--- src/rtl/ram_req_ctrl_pkg.sv ---
// Shared types and default geometry for the RAM request controller.
package ram_req_ctrl_pkg;

    localparam int DEFAULT_DEPTH = 8;
    localparam int DEFAULT_AW    = 4;
    localparam int DEFAULT_DW    = 32;

    typedef enum logic [2:0] {
        ST_INIT,
        ST_IDLE,
        ST_WR,
        ST_RD,
        ST_RD_WAIT,
        ST_RESP
    } state_t;

endpackage

--- src/rtl/ram_req_ctrl_sat_cnt16.sv ---
// 16-bit event counter that sticks at all-ones instead of wrapping.
module sat_cnt16 (
    input  logic        clk,
    input  logic        rst,
    input  logic        inc,
    output logic [15:0] count
);

    always_ff @(posedge clk) begin
        if (rst) begin
            count <= '0;
        end else if (inc && (count != '1)) begin
            count <= count + 16'd1;
        end
    end

endmodule

--- src/rtl/ram_req_ctrl.sv ---
// Single-outstanding host-to-RAM request controller with post-reset scrub,
// range checking and saturating transaction counters.
module ram_req_ctrl
    import ram_req_ctrl_pkg::*;
#(
    parameter int DEPTH = DEFAULT_DEPTH,
    parameter int AW    = DEFAULT_AW,
    parameter int DW    = DEFAULT_DW
) (
    input  logic          clk,
    input  logic          rst,
    input  logic          cmd_valid,
    output logic          cmd_ready,
    input  logic          cmd_write,
    input  logic [AW-1:0] cmd_addr,
    input  logic [DW-1:0] cmd_wdata,
    output logic          rsp_valid,
    input  logic          rsp_ready,
    output logic [DW-1:0] rsp_rdata,
    output logic          rsp_err,
    output logic          mem_wr_enb,
    output logic          mem_rd_enb,
    output logic [AW-1:0] mem_wr_addr,
    output logic [AW-1:0] mem_rd_addr,
    output logic [DW-1:0] mem_data_in,
    input  logic [DW-1:0] mem_data_out,
    output logic          init_done,
    output logic [15:0]   wr_count,
    output logic [15:0]   rd_count,
    output logic [15:0]   err_count
);

    // One extra bit so DEPTH == 2**AW still compares correctly.
    localparam logic [AW:0]   DEPTH_W   = (AW+1)'(DEPTH);
    localparam logic [AW-1:0] INIT_LAST = AW'(DEPTH - 1);

    state_t        state, state_nxt;
    logic [AW-1:0] init_cnt;
    logic [AW-1:0] req_addr;
    logic [DW-1:0] req_wdata;
    logic          req_write;
    logic          addr_oob;
    logic          cmd_hs;
    logic          rsp_hs;

    assign addr_oob = ({1'b0, cmd_addr} >= DEPTH_W);
    assign cmd_hs   = cmd_valid && (state == ST_IDLE);
    assign rsp_hs   = rsp_valid && rsp_ready;

    always_ff @(posedge clk) begin
        if (rst) begin
            state     <= ST_INIT;
            init_cnt  <= '0;
            req_addr  <= '0;
            req_wdata <= '0;
            req_write <= 1'b0;
            rsp_rdata <= '0;
            rsp_err   <= 1'b0;
        end else begin
            state <= state_nxt;
            if (state == ST_INIT) begin
                init_cnt <= init_cnt + AW'(1);
            end
            // Response fields are cleared at accept so writes/errors report zero data.
            if (cmd_hs) begin
                req_addr  <= cmd_addr;
                req_wdata <= cmd_wdata;
                req_write <= cmd_write;
                rsp_rdata <= '0;
                rsp_err   <= addr_oob;
            end
            if (state == ST_RD_WAIT) begin
                rsp_rdata <= mem_data_out;
            end
        end
    end

    always_comb begin
        state_nxt   = state;
        cmd_ready   = 1'b0;
        rsp_valid   = 1'b0;
        init_done   = 1'b1;
        mem_wr_enb  = 1'b0;
        mem_rd_enb  = 1'b0;
        mem_wr_addr = req_addr;
        mem_rd_addr = req_addr;
        mem_data_in = req_wdata;
        case (state)
            ST_INIT: begin
                init_done   = 1'b0;
                mem_wr_enb  = 1'b1;
                mem_wr_addr = init_cnt;
                mem_data_in = '0;
                if (init_cnt == INIT_LAST) begin
                    state_nxt = ST_IDLE;
                end
            end
            ST_IDLE: begin
                cmd_ready = 1'b1;
                if (cmd_valid) begin
                    if (addr_oob) begin
                        state_nxt = ST_RESP;
                    end else if (cmd_write) begin
                        state_nxt = ST_WR;
                    end else begin
                        state_nxt = ST_RD;
                    end
                end
            end
            ST_WR: begin
                mem_wr_enb = 1'b1;
                state_nxt  = ST_RESP;
            end
            ST_RD: begin
                mem_rd_enb = 1'b1;
                state_nxt  = ST_RD_WAIT;
            end
            ST_RD_WAIT: begin
                state_nxt = ST_RESP;
            end
            ST_RESP: begin
                rsp_valid = 1'b1;
                if (rsp_ready) begin
                    state_nxt = ST_IDLE;
                end
            end
            default: begin
                state_nxt = ST_INIT;
            end
        endcase
    end

    sat_cnt16 u_wr_cnt (
        .clk   (clk),
        .rst   (rst),
        .inc   (rsp_hs && !rsp_err && req_write),
        .count (wr_count)
    );

    sat_cnt16 u_rd_cnt (
        .clk   (clk),
        .rst   (rst),
        .inc   (rsp_hs && !rsp_err && !req_write),
        .count (rd_count)
    );

    sat_cnt16 u_err_cnt (
        .clk   (clk),
        .rst   (rst),
        .inc   (rsp_hs && rsp_err),
        .count (err_count)
    );

endmodule

--- config.mk ---
export PLATFORM = sky130hd
export DESIGN_NAME = ram_req_ctrl
export DESIGN_NICKNAME = d
export VERILOG_FILES = /design/src/rtl/ram_req_ctrl_pkg.sv /design/src/rtl/ram_req_ctrl_sat_cnt16.sv /design/src/rtl/ram_req_ctrl.sv
export SDC_FILE = /design/constraint.sdc
export NUM_CORES = 1
export LEC_CHECK = 0
export ABC_AREA = 1
export CAP_MARGIN = 10
export CORE_MARGIN = 1
export CORE_UTILIZATION = 42
export CTS_CLUSTER_SIZE = 30
export DETAILED_ROUTE_END_ITERATION = 12
export MAX_ROUTING_LAYER = met4
export PLACE_DENSITY = 0.76
export SETUP_SLACK_MARGIN = 0.2
export SLEW_MARGIN = 20
export SYNTH_ARGS = -nofsm -noshare
export SYNTH_HDL_FRONTEND = slang
export SYNTH_SLANG_ARGS = --single-unit
export TNS_END_PERCENT = 100
--- constraint.sdc ---
create_clock -name clk -period 1.6 [get_ports clk]
set_clock_uncertainty 0.1 [all_clocks]
set_input_delay 0.16 -clock clk [delete_from_list [all_inputs] [get_ports clk]]
set_output_delay 0.16 -clock clk [all_outputs]
set_load 0.02 [all_outputs]
==> results.cfg <==
[yosys]
syn_area_per_cell_um2 = 6.87
ys_ff_latch = 125
yosys_warnings = 0
postSynthCellCount = 861
synthAdderAreaFrac_pct = 0.846
ys_types = 26
yosys.area_share.xor_xnor_pct = 2.96
synth_top_family_by_area = simple AND/OR/NAND/NOR gates
seq_area_frac_synth_pct = 42.3
synth-compound-area-share_pct = 13.5
synth_area_um2 = 5920
yosys.area_share.simple_pct = 31.7
synth_nets = 938
synth_mux_area_share_pct = 0

[floorplan]
rows = 43
fp.dieH_um = 121
io_pins = 199
initial_utilization_pct = 42.8
die-area_um2 = 14600
chipWidth_um = 121
core_area_um2 = 13800

[critical_path]
worstPathCellList = nand2_1 > nor2_2 > nand2_2 > nor2_4 > buf_4 > inv_2 > nand2_4 > nand2_1 > a21oi_1
crit_arrival_ps = 2060
critPathMostFrequentCell = nand2_1
worstPathRequired_ps = 1840
setup.worst_path.start = u_wr_cnt.count[4]
critPathBufInv = 2
cp-end-kind = flop
slowest_delay_ps = 380
cpLargestDelayFamily = simple AND/OR/NAND/NOR gates
startpoint_type = flop
worstPathMaxFanout = 13
rr_startpoint = u_wr_cnt.count[4]
crit_slowest_cell = dfxtp_4
critPathKind = flop to flop

[drt]
wire_per_inst_um = 18.6
first_iter_violations = 675
drtPass1Iterations = 5
top_layer = met4
vias = 7471
wl_met3_um = 1590
avgViaCountPerCell = 5.48
routed_wirelength_um = 25300
post-route-drc-count = 0
antenna_left = 0
wl_met1_um = 9750
met2_wirelength_um = 12900

[power]
power_density_nw_per_um2 = 642
power_mw = 7.54
ir_worst_vdd_mv = 0.708
p_leak_nw = 4.54

[placed_design]
dpl_worst_slack_ps = -215
place_hpwl_um = 12200
finalWeightedCongestion = 0.857
io_buffers = 198

[hold_path]
min_path_type = primary input to flop
hp-start = rst

[global_routing]
grt.total_usage_pct = 31.1
overflow = 0
grt_start_max_net_pins = 74
antenna_found_initial = 0
grt_pass1_vias = 6948
grt_pass1_wl_um = 34400

[layout]
antenna_cells = 0
drive_gt1_share_pct = 54.9
final_cell_mix = nand2_1 (105), a21oi_2 (75), buf_4 (75), dfxtp_1 (74), clkdlybuf4s50_1 (71)
area_growth_pct = 98.3
layout_commonest_cell = nand2_1
final_nets = 1247

[cts]
cts_buffer_depth = 2
cts_made_buffers = 17
htreeDepth = 4
clock-root-buffer = clkbuf_16
clkLatencyLatePin_ps = 430
cts_tree = built
clk_pin_slew_ps = 60
cts.sinks = 125

[run]
maxCapViolCount = 0

[sta]
tightest_slew_ps = 562
fmax_mhz = 549
post-route-period-util_pct = 114
setup_ws_ps = -223
setup-violations-final = 149
hold_viol = 0
rsz0062_at_grt = true
maxSlewHeadroom_pct = 62.5
period_minus_slack_ps = 1820
slew_viol_final = 0

[outcome]
outcome = finished with violations
violations = negative setup slack
tightest hold or removal path, stage by stage:
cell     delay, ps
buf_2          130
buf_12         210
a21oi_2        150
repair_timing:
| item | CTS | global route |
|---|---|---|
| hold buffers | 0 | 0 |
| buffers inserted | 34 | 10 |
| setup endpoints to repair | 247 | 214 |
| resized for setup | 712 | 261 |
| gates cloned | 15 | 1 |
| pin swaps | 73 | 46 |
through the flow:
step           setup TNS, ps  cell area [µm²]  hold WS, ps  utilization [%]  std cells
6_report              -15080            11700          180             84.9       1363
5_1_grt               -23040            11700          212             84.9       1363
4_1_cts               -10200            11100          156             80.3       1352
3_3_place_gp           -9410             9030          341             65.3       1271
2_1_floorplan              0             6450          222                -        861
3_5_place_dp          -10710             9030          342             65.3       1271
final timing paths:
path                       endpoint  depth (start not counted)  slack, ps
hold reg to reg       rsp_rdata[11]                          2        380
setup / recovery  u_wr_cnt.count[6]                          9       -220
setup reg to reg  u_wr_cnt.count[6]                          9       -220
hold / removal        rsp_rdata[23]                          3        180
cell families (layout without fill, tap and decap cells):
kind of cell,Yosys count,after routing
AO/OA/AOI/OAI,159,159
XOR/XNOR,20,20
adder cells (fa/ha/maj),4,4
buffers and inverters,122,440
flip-flops,125,125
AND/OR/NAND/NOR,431,435
final cells by class:
type	count	area [µm²]
fill	710	2090
sequential	125	2590
multi-input combinational	618	4720
clock buffer	21	503
tap	180	225
timing repair buffer	330	3270
clock inverter	11	103
inverter	78	323
cell usage after synthesis:
| cell | number | area, µm² |
|---|---|---|
| o21ai_0 | 48 | 240 |
| nor3_1 | 5 | 25.0 |
| nor2_2 | 4 | 25.0 |
| clkinv_1 | 1 | 3.75 |
| nand3_2 | 3 | 30.0 |
| clkbuf_1 | 25 | 93.8 |
| xor2_1 | 9 | 78.8 |
| xnor2_1 | 11 | 96.3 |
| nand4_1 | 16 | 100 |
| inv_1 | 75 | 282 |
| a21oi_1 | 110 | 551 |
| buf_2 | 10 | 50.1 |
| inv_2 | 2 | 7.51 |
| buf_6 | 6 | 67.6 |
| dfxtp_1 | 125 | 2500 |
| nand3_1 | 98 | 490 |
| ha_1 | 4 | 50.1 |
| buf_1 | 3 | 11.3 |
| nor2_4 | 4 | 45.0 |
| nor2_1 | 121 | 454 |
| nor3_2 | 1 | 10.0 |
| nand2_2 | 4 | 25.0 |
| nor3_4 | 1 | 16.3 |
| or2_2 | 1 | 6.26 |
| o211ai_1 | 1 | 7.51 |
| nand2_1 | 173 | 649 |
registers in the layout, summed over array words and instances (netlist names):
register / count
u_rd_cnt.count: 16
rsp_err: 1
req_write: 1
mem_rd_addr: 4
state: 3
rsp_rdata: 32
init_cnt: 4
u_err_cnt.count: 16
req_wdata: 32
u_wr_cnt.count: 16
where the power goes:
part	switching (mW)	total, mW	internal [mW]	leakage [nW]
logic	0.232	0.485	0.254	3.21
clock network	1.52	3.93	2.41	0.300
registers	0.0128	3.12	3.11	1.04
total	1.76	7.54	5.78	4.54
metal layers:
layer / vias to the layer above / track usage, %
li1: 3439 / -
met1: 3602 / 35.7
met2: 342 / 52.0
met4: 0 / 15.1
met3: 88 / 5.90
met5: - / -
(Power assumes the default switching activity.)
